### config.mk
export PLATFORM = sky130hd
export DESIGN_NAME = dice_roll_unit
export DESIGN_NICKNAME = d
export VERILOG_FILES = /design/src/rtl/craps_pkg.sv /design/src/rtl/die_sampler.sv /design/src/rtl/dice_roll_unit.sv
export SDC_FILE = /design/constraint.sdc
export NUM_CORES = 1
export LEC_CHECK = 0
export ABC_CLOCK_PERIOD_IN_PS = 6700
export BUFFER_PORTS_ARGS = -buffer_cell sky130_fd_sc_hd__buf_2
export CORE_AREA = 4 4 63 53
export DETAILED_ROUTE_END_ITERATION = 8
export DIE_AREA = 0 0 67 57
export MAX_ROUTING_LAYER = met4
export PLACE_DENSITY = 0.8
export SYNTH_ARGS = -nofsm -noshare
export SYNTH_HDL_FRONTEND = slang
export SYNTH_SLANG_ARGS = --single-unit
### constraint.sdc
create_clock -name clock -period 6.7 [get_ports clock]
set_clock_uncertainty 0.1 [all_clocks]
set_input_delay 0.67 -clock clock [delete_from_list [all_inputs] [get_ports clock]]
set_output_delay 0.67 -clock clock [all_outputs]
set_load 0.01 [all_outputs]
### src/rtl/craps_pkg.sv
// Shared widths, FSM encoding and sum constants for the craps dice path.
package craps_pkg;

  localparam int DIE_W = 3;
  localparam int SUM_W = 4;

  typedef enum logic [1:0] {
    ST_IDLE   = 2'd0,
    ST_DRAW_A = 2'd1,
    ST_DRAW_B = 2'd2,
    ST_DONE   = 2'd3
  } state_t;

  localparam logic [SUM_W-1:0] SUM_TWO    = 4'd2;
  localparam logic [SUM_W-1:0] SUM_THREE  = 4'd3;
  localparam logic [SUM_W-1:0] SUM_SEVEN  = 4'd7;
  localparam logic [SUM_W-1:0] SUM_ELEVEN = 4'd11;
  localparam logic [SUM_W-1:0] SUM_TWELVE = 4'd12;

endpackage

### src/rtl/die_sampler.sv
// Maps one random byte to a die face: low 3 bits 1..6 are taken as-is, 0/7 are
// rejected unless this is the last allowed draw, where 0 -> 1 and 7 -> 2. Combinational.
module die_sampler
  import craps_pkg::*;
(
  input  logic [7:0]       rnd_byte,
  input  logic             last_draw,
  output logic             accept,
  output logic [DIE_W-1:0] die_val
);

  logic [2:0] c;
  logic       unused_hi;

  assign c         = rnd_byte[2:0];
  assign unused_hi = ^rnd_byte[7:3];

  always_comb begin
    accept  = 1'b0;
    die_val = '0;
    if (c != 3'd0 && c != 3'd7) begin
      accept  = 1'b1;
      die_val = c;
    end else if (last_draw) begin
      accept  = 1'b1;
      die_val = (c == 3'd0) ? 3'd1 : 3'd2;
    end
  end

endmodule

### src/rtl/dice_roll_unit.sv
// Rolls two dice from the LFSR byte stream; roll_done 3+ cycles after roll_start.
// Stalls with rnd_req held high while rnd_valid is low; roll_start ignored while busy.
module dice_roll_unit
  import craps_pkg::*;
#(
  parameter int MAX_DRAWS = 16
) (
  input  logic             clock,
  input  logic             reset,
  input  logic             roll_start,
  input  logic             rnd_valid,
  input  logic [7:0]       rnd_data,
  output logic             rnd_req,
  output logic             busy,
  output logic [DIE_W-1:0] die_a,
  output logic [DIE_W-1:0] die_b,
  output logic [SUM_W-1:0] sum,
  output logic             natural,
  output logic             craps,
  output logic             roll_done
);

  localparam logic [7:0] LAST_IDX = 8'(MAX_DRAWS - 1);

  state_t           state;
  logic [7:0]       draw_cnt;
  logic [DIE_W-1:0] shadow_a;
  logic             last_draw;
  logic             accept;
  logic [DIE_W-1:0] die_val;
  logic             take;
  logic [SUM_W-1:0] next_sum;

  assign last_draw = (draw_cnt == LAST_IDX);
  assign take      = rnd_req && rnd_valid;
  assign next_sum  = SUM_W'(shadow_a) + SUM_W'(die_val);

  die_sampler u_sampler (
    .rnd_byte  (rnd_data),
    .last_draw (last_draw),
    .accept    (accept),
    .die_val   (die_val)
  );

  always_ff @(posedge clock or posedge reset) begin
    if (reset) begin
      state     <= ST_IDLE;
      draw_cnt  <= '0;
      shadow_a  <= '0;
      rnd_req   <= 1'b0;
      busy      <= 1'b0;
      die_a     <= '0;
      die_b     <= '0;
      sum       <= '0;
      natural   <= 1'b0;
      craps     <= 1'b0;
      roll_done <= 1'b0;
    end else begin
      roll_done <= 1'b0;
      case (state)
        ST_IDLE: begin
          if (roll_start) begin
            state    <= ST_DRAW_A;
            draw_cnt <= '0;
            rnd_req  <= 1'b1;
            busy     <= 1'b1;
          end
        end
        ST_DRAW_A: begin
          if (take) begin
            if (accept) begin
              shadow_a <= die_val;
              draw_cnt <= '0;
              state    <= ST_DRAW_B;
            end else begin
              draw_cnt <= draw_cnt + 8'd1;
            end
          end
        end
        ST_DRAW_B: begin
          if (take) begin
            if (accept) begin
              // Publish everything on the same edge so the consumer sees a coherent roll.
              die_a     <= shadow_a;
              die_b     <= die_val;
              sum       <= next_sum;
              natural   <= (next_sum == SUM_SEVEN) || (next_sum == SUM_ELEVEN);
              craps     <= (next_sum == SUM_TWO) || (next_sum == SUM_THREE) ||
                           (next_sum == SUM_TWELVE);
              roll_done <= 1'b1;
              rnd_req   <= 1'b0;
              state     <= ST_DONE;
            end else begin
              draw_cnt <= draw_cnt + 8'd1;
            end
          end
        end
        ST_DONE: begin
          busy  <= 1'b0;
          state <= ST_IDLE;
        end
        default: begin
          state   <= ST_IDLE;
          rnd_req <= 1'b0;
          busy    <= 1'b0;
        end
      endcase
    end
  end

endmodule

=== Yosys cells after proc, flatten, opt, wreduce, memory -nomap -nowiden ===
Cells that the tools add are included.

* Flip-flop bits (word level): 28
* Latch bits: 0
* RAM bits: 0
* ROM bits: 0
* Input port bits: 12
* Output and inout port bits: 15
* Logic and storage cells: 71
* Memories kept: 0

* $add $sub $neg: 2
* $mul: 0
* Div/mod/pow operators: 0
* Order comparisons: 0
* Equality and inequality tests: 16
* Shift-type cells: 0
* Muxes and demuxes: 25
* Bitwise gates (word level): 0
* Reduce and logical (&&, ||, !) cells: 17

{| class="wikitable"
|+ Operators with widths
! operator !! count
|-
| 8-bit 2-to-1 mux || 5
|-
| 8-bit one-hot mux with 3 select lines || 1
|-
| 2-bit 2-to-1 mux || 6
|-
| 2-bit inequality test (second input constant) || 6
|-
| 5-bit AND reduction || 2
|-
| 8-bit by 1-bit adder with 8-bit output (second input constant) || 1
|-
| 4-bit by 2-bit equality test with 1-bit output (second input constant) || 2
|-
| 4-bit equality test (second input constant) || 2
|-
| 8-bit by 4-bit equality test with 1-bit output (second input constant) || 1
|-
| 1-bit 2-to-1 mux || 8
|-
| 2-bit one-hot mux with 4 select lines || 1
|-
| 3-bit 2-to-1 mux || 2
|-
| 3-bit AND reduction || 2
|-
| 3-bit nonzero test || 2
|-
| 3-bit by 3-bit adder with 4-bit output || 1
|-
| 2-bit equality test (second input constant) || 2
|-
| 4-bit by 3-bit equality test with 1-bit output (second input constant) || 1
|-
| 1-bit one-hot mux with 2 select lines || 2
|-
| 4-bit AND reduction || 1
|-
| 2-bit nonzero test || 2
|-
| 3-bit logical NOT || 1
|-
| 1-bit logical OR || 3
|-
| 3-bit inequality test (second input constant) || 1
|-
| 2-bit by 1-bit equality test with 1-bit output (second input constant) || 1
|-
| other kinds (3) || 4
|}

=== Longest topological paths before layout ===
Gate-level depths: netlist of the first run.

* Depth in word-level cells: 8
* Depth in mapped cells: 11
* Depth with buffers taken out: 11

=== Cells and area by module ===
A second synthesis of the first run with hierarchy kept.

* Cells, all modules: 134
* Area, all modules: 1505.2 um^2

{| class="wikitable"
|+ By module, submodules not included
! module !! instances !! cells each !! area an instance (um^2) !! sequential area each (um^2)
|-
| dice_roll_unit || 1 || 126 || 1450.1 || 700.7
|-
| die_sampler || 1 || 8 || 55.1 || 0.0
|}

=== Least setup slack after synthesis of the first run ===
OpenSTA, ideal clock, no wires.

* Path kind: flip-flop to flip-flop
* Start point: register draw_cnt[4]
* End point: register craps
* Setup time: 78 ps
* Arrival: 2388 ps
* Required time: 6522 ps
* Path slack: 4134 ps
* Stages on the path, launching flop included: 11
* Buffers on the path: 0
* Period minus slack after synthesis: 2566 ps
* Cell sequence: dfrtp_1 > or4_4 > nor2_1 > a22o_1 > ha_1 > inv_1 > fa_1 > xnor2_1 > and3_1 > mux2i_1 > a21oi_1

* Cells in the longest elaborated chain, start to end: 7
* Elaborated cells between the ends (all ways): 12
* Those cells by class: 1 x add/sub; 4 x eq/ne; 4 x mux; 3 x reduce/logical

{| class="wikitable"
|+ Ends and longest elaborated chain
! what !! line !! text
|-
| start, declared || dice_roll_unit.sv:26 || <nowiki>logic [7:0] draw_cnt;</nowiki>
|-
| start signal, assigned || dice_roll_unit.sv:76 || <nowiki>draw_cnt <= draw_cnt + 8'd1;</nowiki>
|-
| start signal, assigned || dice_roll_unit.sv:94 || <nowiki>draw_cnt <= draw_cnt + 8'd1;</nowiki>
|-
| 8-bit by 4-bit equality test with 1-bit output * || dice_roll_unit.sv:34 || <nowiki>assign last_draw = (draw_cnt == LAST_IDX);</nowiki>
|-
| 3-bit 2-to-1 mux * || die_sampler.sv:24 || <nowiki>end else if (last_draw) begin</nowiki>
|-
| 3-bit 2-to-1 mux * || die_sampler.sv:21 || <nowiki>if (c != 3'd0 && c != 3'd7) begin</nowiki>
|-
| via die_val[0] || dice_roll_unit.sv:30 || <nowiki>logic [DIE_W-1:0] die_val;</nowiki>
|-
| 3-bit by 3-bit adder with 4-bit output * || dice_roll_unit.sv:36 || <nowiki>assign next_sum = SUM_W'(shadow_a) + SUM_W'(die_val);</nowiki>
|-
| 4-bit by 2-bit equality test with 1-bit output || dice_roll_unit.sv:88 || <nowiki>craps <= (next_sum == SUM_TWO) || (next_sum == SUM_THREE) ||</nowiki>
|-
| 1-bit logical OR || dice_roll_unit.sv:88 ||
|-
| 1-bit logical OR * || dice_roll_unit.sv:88 ||
|-
| end signal, assigned || dice_roll_unit.sv:88 ||
|-
| end, declared || dice_roll_unit.sv:19 || <nowiki>output logic craps,</nowiki>
|}

Mark *: on every way through the listed nets, which the timed path passes. The rest lies on a longest branch.
A chain may end at the register's enable or synchronous reset.

=== Final worst setup path of the first run ===
Same ends and word-level chain as after synthesis.

==> metrics.txt, run 1 <==
arrival time at the worst endpoint 3.00 ns; number of flops mapped to enable cells by yosys 0; RSZ-0062 raised after global routing no; Clock power frac 30.8%; GRT Util Overall 19.1%; R2R Setup Slk 3.87 ns; Synth Flop Type dfrtp_1; largest net degree at the start of global routing 29; syn_nets 172; Root Driver clkbuf_4; Psw 0.0606 mW; nets 195; leak pwr 0.877 nW; clock latency on the worst-skew pair 0.33 ns; area leader, netlist dfrtp_1; initial antenna violation count 0; sequential cell area 701 um^2; Yosys Warn Count 0; hold path cells 1; class of the most critical hold timing path register to register; Internal 0.207 mW; achievable frequency 353 MHz; setup_tns 0 ns; post-synthesis sequential area ratio 45.1%; HPWL Detailed 2350 um; clk sink count 28; filler instances 233; H-Tree Depth 1; hold_buf cts 0; global-route wire length before repair approximately 5500 um; worst r2r src draw_cnt[4]; # Post-CTS Setup Buffers 0; post-synth cell types 43; die area roughly 3800 um^2; Die Width about 67 um; synthesized area 1560 um^2; initial DRC count 95; Tmin final 2.83 ns; kind of end point of the critical path register; row count 17; Reg2Reg Depth 10; CP Launch Type register; mean routed wirelength per cell 14.8 um; Hold Fails Final Rpt 0; Post-Layout Cell Count 211; Routed Antenna Nets 0; core area between 2000 and 3000 um^2; WP data required between 6 and 7 ns; critical path peak fanout 5; area of the multi-input gates between 700 and 800 um^2; final setup fails 0; Final Cycle Share 42.2%; Hold Startpoint sum[2]; Antenna Cells 0; die height 57 um; Power Dens Cells 155 nW/um^2; hold path endpoint sum[2]; Yosys top cell area share 45.1%; power consumption 0.268 mW; ys async rst share between 90% and 100%; Resize count post-CTS 0; Placed Cells 207; drt via density 5.97; TritonCTS buffer count 3; number of remaining DRC errors 0; first-pass detailed-route iteration total 4; layout cells sized above 1 about 22%; Ports 27; number of global-route vias before repair 1240; Pins Over Slew Limit 0; status complete, no violations; critical path class register to register; Max-Cap Viols 0; Peak supply drop 0.126 mV; Fin Hold WS 0.406 ns; Gate power share 6.2%; Synth Instances 151; DRT Wirelength about 3100 um; Max-slew headroom between 30% and 40%; Reg clk slew, reported paths 0.15 ns; average size of a mapped cell 10.3 um^2; Seq cells post-synth 28; Slew @ Worst Pin approximately 1.0 ns; CTS tree built; IO Port Bufs 21; FF-to-FF End craps; GP Congestion between 0.8 and 0.9; Layout area overhead 11.4%; Net Sw Frac approximately 23%; Clock Path Buffers 2; Seq pwr share 63.1%; grt ovf 0; via count 1259; top cells by area, synth dfrtp_1 45%, ha_1 6.4%, mux2_2 5.1%; Initial Util 57.6%
## cell families after synthesis
logic type      count (synthesis)  synth area share (%)
buf+inv                        20                  4.83
compound gates                 39                  17.4
simple gates                   39                  14.1
mux                            13                  9.25
xor+xnor                        3                  1.69
flops                          28                  45.1
fa+ha+maj                       9                  7.72
## flip-flops by register name (all words and copies together) (netlist names)
name       flops
busy           1
craps          1
die_a          3
die_b          3
draw_cnt       8
natural        1
rnd_req        1
roll_done      1
shadow_a       3
state          2
sum            4
## how the worst max path moves through the flow
stage / from / endpoint / cells past startpoint
3_5_place_dp: draw_cnt[4] / craps / 10
4_1_cts: draw_cnt[4] / craps / 10
2_1_floorplan: draw_cnt[4] / craps / 10
6_report: draw_cnt[4] / craps / 10
5_1_grt: draw_cnt[4] / craps / 10
3_3_place_gp: draw_cnt[4] / craps / 10
## worst max-delay path: stages, from the launching register on
cell	delay, ns
dfrtp_1	0.45
or4_4	0.57
nor2_1	0.16
a22o_1	0.15
ha_1	0.17
inv_1	0.06
fa_1	0.37
xnor2_1	0.31
and3_1	0.20
mux2i_1	0.07
a21oi_1	0.17
## cells in the mapped netlist (2+ instances only)
cell type  count
o211ai_1       3
and3_1         2
xnor2_1        2
clkbuf_1       3
mux2i_1        2
mux2_2         7
nor3_1         3
inv_1         16
o21a_1         2
nor2_1         7
o21ai_0        7
dfrtp_1       28
nand3_1        8
nor2b_1        2
ha_1           8
o31ai_1        3
nand2_1        8
nand4_1        2
a21oi_1        7
a31oi_1        3
o221ai_1       3
mux2_1         4
## layout by cell type, fill, tap and decap left out, drive strengths merged, types with 2 or more instances in the layout
cell / Yosys / layout
mux2i: 2 / 2
nor4: 2 / 2
mux2: 11 / 11
inv: 17 / 17
nand2: 8 / 8
o221ai: 3 / 3
o31ai: 3 / 3
nand4: 2 / 2
dfrtp: 28 / 28
nand3: 9 / 9
o211ai: 3 / 3
buf: 0 / 21
ha: 8 / 8
nor2: 7 / 7
clkbuf: 3 / 4
o22ai: 2 / 2
o21ai: 7 / 7
a31oi: 3 / 3
a21oi: 7 / 7
o21a: 2 / 2
nor3: 3 / 3
nor2b: 2 / 2
and3: 2 / 2
xnor2: 2 / 2
## final cells by class
class | instances | area share, %
clock buffer | 4 | 2.09
inverter | 17 | 3.68
multi-input combinational | 103 | 45.0
sequential | 28 | 40.4
tap | 38 | 2.74
timing repair buffer | 21 | 6.07
## power by group through the flow
stage                     sequential (mW)  clock [mW]  combinational (mW)
after CTS                           0.169      0.0861              0.0168
after detailed placement            0.172           0              0.0167
after global placement              0.172           0              0.0162
final                               0.169      0.0825              0.0165
after global routing                0.169      0.0928              0.0189
after floorplan                     0.172           0              0.0110
## routing by layer
metal	GRT usage, %	routed length, um	vias up	part of all wire, %
met2	30.1	1470	43	47
met3	4.13	186	4	5.9
li1	-	-	595	-
met5	-	0	-	0
met1	25.4	1450	617	46
met4	4.34	27	0	0.86
## per-stage QoR
stage / util (%) / instance area (um^2) / setup slack, ns
2_1_floorplan: - / 1560 / 4.13
3_3_place_gp: 62.8 / 1700 / 4.00
3_5_place_dp: 62.8 / 1700 / 3.91
4_1_cts: 64.2 / 1730 / 3.87
5_1_grt: 64.2 / 1730 / 3.70
6_report: 64.2 / 1730 / 3.87
Note: power is estimated with default switching activity, not from simulation.
==> run 2, diff against run 1 <==
--- a/config.mk
+++ b/config.mk
@@ -5,13 +5,13 @@
 export SDC_FILE = /design/constraint.sdc
 export NUM_CORES = 1
 export LEC_CHECK = 0
-export ABC_CLOCK_PERIOD_IN_PS = 6700
+export ABC_CLOCK_PERIOD_IN_PS = 2500
 export BUFFER_PORTS_ARGS = -buffer_cell sky130_fd_sc_hd__buf_2
-export CORE_AREA = 4 4 63 53
+export CORE_AREA = 4 4 68 57
 export DETAILED_ROUTE_END_ITERATION = 8
-export DIE_AREA = 0 0 67 57
+export DIE_AREA = 0 0 72 61
 export MAX_ROUTING_LAYER = met4
-export PLACE_DENSITY = 0.8
+export PLACE_DENSITY = 0.72
 export SYNTH_ARGS = -nofsm -noshare
 export SYNTH_HDL_FRONTEND = slang
 export SYNTH_SLANG_ARGS = --single-unit
==> constraint.sdc (replaced) <==
create_clock -name clock -period 2.5 [get_ports clock]
set_clock_uncertainty 0.1 [all_clocks]
set_input_delay 0.25 -clock clock [delete_from_list [all_inputs] [get_ports clock]]
set_output_delay 0.25 -clock clock [all_outputs]
set_load 0.01 [all_outputs]
==> metrics.txt, run 2 (same netlist as run 1, synthesis figures left out) <==
TritonCTS buffer count 3; Hold Startpoint roll_start; Max-slew headroom 61.1%; R2R Setup Slk -0.04 ns; leading cell type in the layout, fill and taps excluded dfrtp_1; CP Launch Type register; FF-to-FF End craps; critical path peak fanout 4; arrival time at the worst endpoint 2.60 ns; Power Dens Cells 413 nW/um^2; Pins Over Slew Limit 0; Clock Path Buffers 2; Largest Register draw_cnt; die area 4390 um^2; Die Width 72 um; design area ~1900 um^2; CTS tree built; critical path class register to register; Placed Cells 221; biggest regs draw_cnt (8), sum (4); first-pass detailed-route iteration total 4; drt via density around 5.6; nets around 210; clock latency on the worst-skew pair 0.27 ns; Net Sw Frac 21.5%; WP data required 2.56 ns; Post-Layout Cell Count 227; kind of end point of the critical path register; Hold Fails Final Rpt 0; Psw around 0.17 mW; worst r2r src draw_cnt[4]; power consumption roughly 0.8 mW; row count 18; number of remaining DRC errors 0; global-route wire length before repair 5670 um; clk sink count 28; Tmin final between 2 and 3 ns; Initial Util 50.0%; class of the most critical hold timing path primary input to register; Peak supply drop around 0.42 mV; die height ~61 um; GP Congestion 0.859; Reg clk slew, reported paths 0.09 ns; Max-Cap Viols 0; grt ovf 0; IO Port Bufs 21; number of global-route vias before repair 1249; Internal 0.611 mW; filler instances 267; Root Driver clkbuf_8; Routed Antenna Nets 0; core area just over 3000 um^2; mean routed wirelength per cell 14.1 um; failing checks negative setup slack; commonest non-fill, non-tap cells in the layout 28 x dfrtp_1, 21 x buf_2, 16 x inv_1, 13 x buf_4; final setup fails 1; Largest register FFs 8; status complete, but fails checks; RSZ-0062 raised after global routing yes; Worst Setup EP craps; achievable frequency 394 MHz; initial antenna violation count 0; Final Cycle Share 101%; Reg2Reg Depth 10; Seq pwr share between 50% and 60%; via count 1282; placed cell area 1800 um^2; H-Tree Depth 1; final worst slack -0.0353 ns; DRT Wirelength 3210 um; largest net degree at the start of global routing 29; Ports 27; Layout area overhead 21.3%; Antenna Cells 0; Slew @ Worst Pin 0.582 ns; CP startpoint draw_cnt[4]; Gate power share 6.6%; Clock power frac 35.3%; leak pwr 0.968 nW; HPWL Detailed 2420 um; initial DRC count 101; layout cells sized above 1 29.4%; GRT Util Overall 17.3%
[run 2: metal layers]
metal | up-vias | global-route usage [%] | part of all wire [%]
met3 | 6 | 3.97 | 4.7
met2 | 29 | 29.5 | 47
met5 | - | - | 0
li1 | 622 | - | -
met1 | 625 | 21.0 | 47
met4 | 0 | 4.29 | 1.1
[run 2: worst min-delay path by stage]
stage | cells after the start | endpoint
global route | 3 | rnd_req
global placement | 3 | draw_cnt[2]
finish | 3 | rnd_req
detailed placement | 3 | draw_cnt[2]
floorplan | 1 | busy
CTS | 3 | rnd_req
[run 2: timing repair]
action                                 4_1_cts  5_1_grt
endpoints found under the hold margin       28        0
setup buffers                                0        1
hold buffers                                 1        0
setup endpoints to repair                    2        3
resized for setup                            1        1
[run 2: worst max-delay path: stages, from the launching register on]
cell and delay, ns:
dfrtp_1 0.39, or4_4 0.56, nor2_4 0.11, a22o_1 0.13, ha_1 0.16, inv_1 0.06, fa_2 0.35, xnor2_2 0.17
and3_1 0.19, mux2i_1 0.13, a21oi_1 0.09
[run 2: through the flow]
| step | hold WS, ns | setup TNS (ns) | utilization (%) | setup WS [ns] |
|---|---|---|---|---|
| 3_5_place_dp | 0.231 | -0.0368 | 58.0 | -0.0233 |
| 4_1_cts | 0.211 | -0.0515 | 60.2 | -0.0301 |
| 2_1_floorplan | 0.215 | 0 | - | 0.0440 |
| 6_report | 0.220 | -0.0353 | 60.7 | -0.0353 |
| 3_3_place_gp | 0.227 | 0 | 58.0 | 0.0149 |
| 5_1_grt | 0.229 | -0.309 | 60.7 | -0.168 |
[run 2: area by class of cell]
class	count	area (um^2)	share of cell area (%)
Clock buffer	4	55.1	2.92
Inverter	17	63.8	3.38
Multi-Input combinational cell	103	805	42.6
Sequential cell	28	701	37.1
Tap cell	40	50.0	2.65
Timing Repair Buffer	35	213	11.3
[run 2: power groups by stage]
stage	combinational [mW]	sequential, mW	clock, mW
floorplan	0.0308	0.461	0
global placement	0.0477	0.461	0
detailed placement	0.0497	0.461	0
CTS	0.0508	0.452	0.285
global route	0.0580	0.453	0.308
finish	0.0513	0.452	0.275
==> run 3, diff against run 2 <==
--- a/config.mk
+++ b/config.mk
@@ -10,7 +10,7 @@
 export CORE_AREA = 4 4 68 57
 export DETAILED_ROUTE_END_ITERATION = 8
 export DIE_AREA = 0 0 72 61
-export MAX_ROUTING_LAYER = met4
+export GPL_ROUTABILITY_DRIVEN = 0
 export PLACE_DENSITY = 0.72
 export SYNTH_ARGS = -nofsm -noshare
 export SYNTH_HDL_FRONTEND = slang
==> metrics.txt, run 3 (same netlist as run 1, synthesis figures left out) <==
Peak supply drop 0.424 mV; power consumption a little under 0.8 mW; critical path depth in cells 10; commonest non-fill, non-tap cells in the layout 28 x dfrtp_1, 21 x buf_2, 16 x inv_1, 13 x buf_4; placed cell area 1800 um^2; Hold Fails Final Rpt 0; Layout area overhead 21.3%; Crit-path slowest cell or4_4; status complete, but fails checks; CP startpoint draw_cnt[4]; core area 3110 um^2; TritonCTS buffer count 3; CP delay by family, top simple AND/OR/NAND/NOR gates; initial DRC count 101; clock latency on the worst-skew pair 0.27 ns; achievable frequency 394 MHz; row count 18; Pins Over Slew Limit 0; layout cells sized above 1 29.4%; IO Port Bufs 21; filler instances 267; failing checks negative setup slack; Internal 0.611 mW; CTS tree built; Reg2Reg Depth 10; leading cell type in the layout, fill and taps excluded dfrtp_1; via count 1282; Slew @ Worst Pin 0.582 ns; leak pwr 0.968 nW; Clock Path Buffers 2; slowest cell delay on critical path 0.56 ns; RSZ-0062 raised after global routing yes; die height a little over 60 um; CP Launch Type register; final worst slack -0.0350 ns; DRT Wirelength 3210 um; Max-slew headroom around three fifths; kind of end point of the critical path register; Ports 27; worst r2r src draw_cnt[4]; critical path class register to register; final setup fails 1; H-Tree Depth 1; Routed Antenna Nets 0; nets 209; Final Cycle Share 101%; initial antenna violation count 0; Buf/Inv on CP 1; Gate power share 6.6%; WP data required about 2.6 ns; critical path peak fanout 4; Seq pwr share 58.1%; Net Sw Frac around 21%; design area 1890 um^2; global-route wire length before repair between 5000 and 6000 um; number of global-route vias before repair roughly 1300; arrival time at the worst endpoint 2.60 ns; Largest Register draw_cnt; number of remaining DRC errors 0; Psw 0.167 mW; Antenna Cells 0; GRT Util Overall 16.7%; Root Driver clkbuf_8; setup_tns -0.0350 ns; Largest register FFs 8; mean routed wirelength per cell 14.1 um; Die Width 72 um; Initial Util 50.0%; fin util between 60% and 70%; worst path cell trace or4_4 -> nor2_4 -> a22o_1 -> ha_1 -> inv_1 -> fa_2 -> xnor2_2 -> and3_1 -> mux2i_1 -> a21oi_1; dpl ws -0.0233 ns; HPWL Detailed about 2400 um; Reg clk slew, reported paths 0.09 ns; Worst Setup EP craps; clk sink count 28; class of the most critical hold timing path primary input to register; biggest regs draw_cnt (8), sum (4); Power Dens Cells 412 nW/um^2; FF-to-FF End craps; largest net degree at the start of global routing 29; Max-Cap Viols 0; R2R Setup Slk -0.04 ns; Tmin final 2.54 ns; drt via density 5.65; first-pass detailed-route iteration total 4; Clock power frac 35.3%; die area 4390 um^2; grt ovf 0
-- run 3: cell counts in the layout (fill, tap and decap cells not counted) --
No cell type changed its count.
-- run 3: area by class of cell --
cell class                 instances  area (um^2)  area share, %
sequential                        28          701           37.1
clock buffer                       4         55.1           2.92
inverter                          17         63.8           3.38
tap                               40         50.0           2.65
timing repair buffer              35          213           11.3
multi-input combinational        103          805           42.6
-- run 3: worst min path at each step --
stage                     from  depth (start not counted)  slack, ns           to
detailed placement       reset                          3       0.23  draw_cnt[2]
CTS                 roll_start                          3       0.21      rnd_req
floorplan                reset                          1       0.22         busy
global placement         reset                          3       0.23  draw_cnt[2]
global route        roll_start                          3       0.23      rnd_req
finish              roll_start                          3       0.22      rnd_req
-- run 3: what timing repair did --
item,4_1_cts,5_1_grt
setup buffers,0,1
hold buffers,1,0
endpoints found under the hold margin,28,0
resized for setup,1,1
endpoints found under the setup margin,2,3
-- run 3: layer usage --
layer	track usage, %	vias to the layer above	part of all wire [%]	routed length (um)
li1	-	621	-	-
met1	21.0	629	47	1520
met2	29.5	28	47	1520
met3	3.97	4	4.5	145
met4	4.29	0	0.78	25
met5	0	-	0	0
-- run 3: worst min-delay path: stages --
cell and delay (ns):
buf_2 0.10, a21oi_1 0.06, o21ai_0 0.15
-- run 3: per-stage QoR --
stage | cells | hold WS, ns
floorplan | 151 | 0.215
global placement | 221 | 0.227
detailed placement | 221 | 0.231
CTS | 226 | 0.211
global route | 227 | 0.229
finish | 227 | 0.221
-- run 3: power groups by stage --
| stage | combinational, mW | clock [mW] | sequential (mW) |
|---|---|---|---|
| final | 0.0512 | 0.275 | 0.452 |
| after global routing | 0.0580 | 0.308 | 0.453 |
| after global placement | 0.0477 | 0 | 0.461 |
| after CTS | 0.0508 | 0.285 | 0.452 |
| after floorplan | 0.0308 | 0 | 0.461 |
| after detailed placement | 0.0497 | 0 | 0.461 |
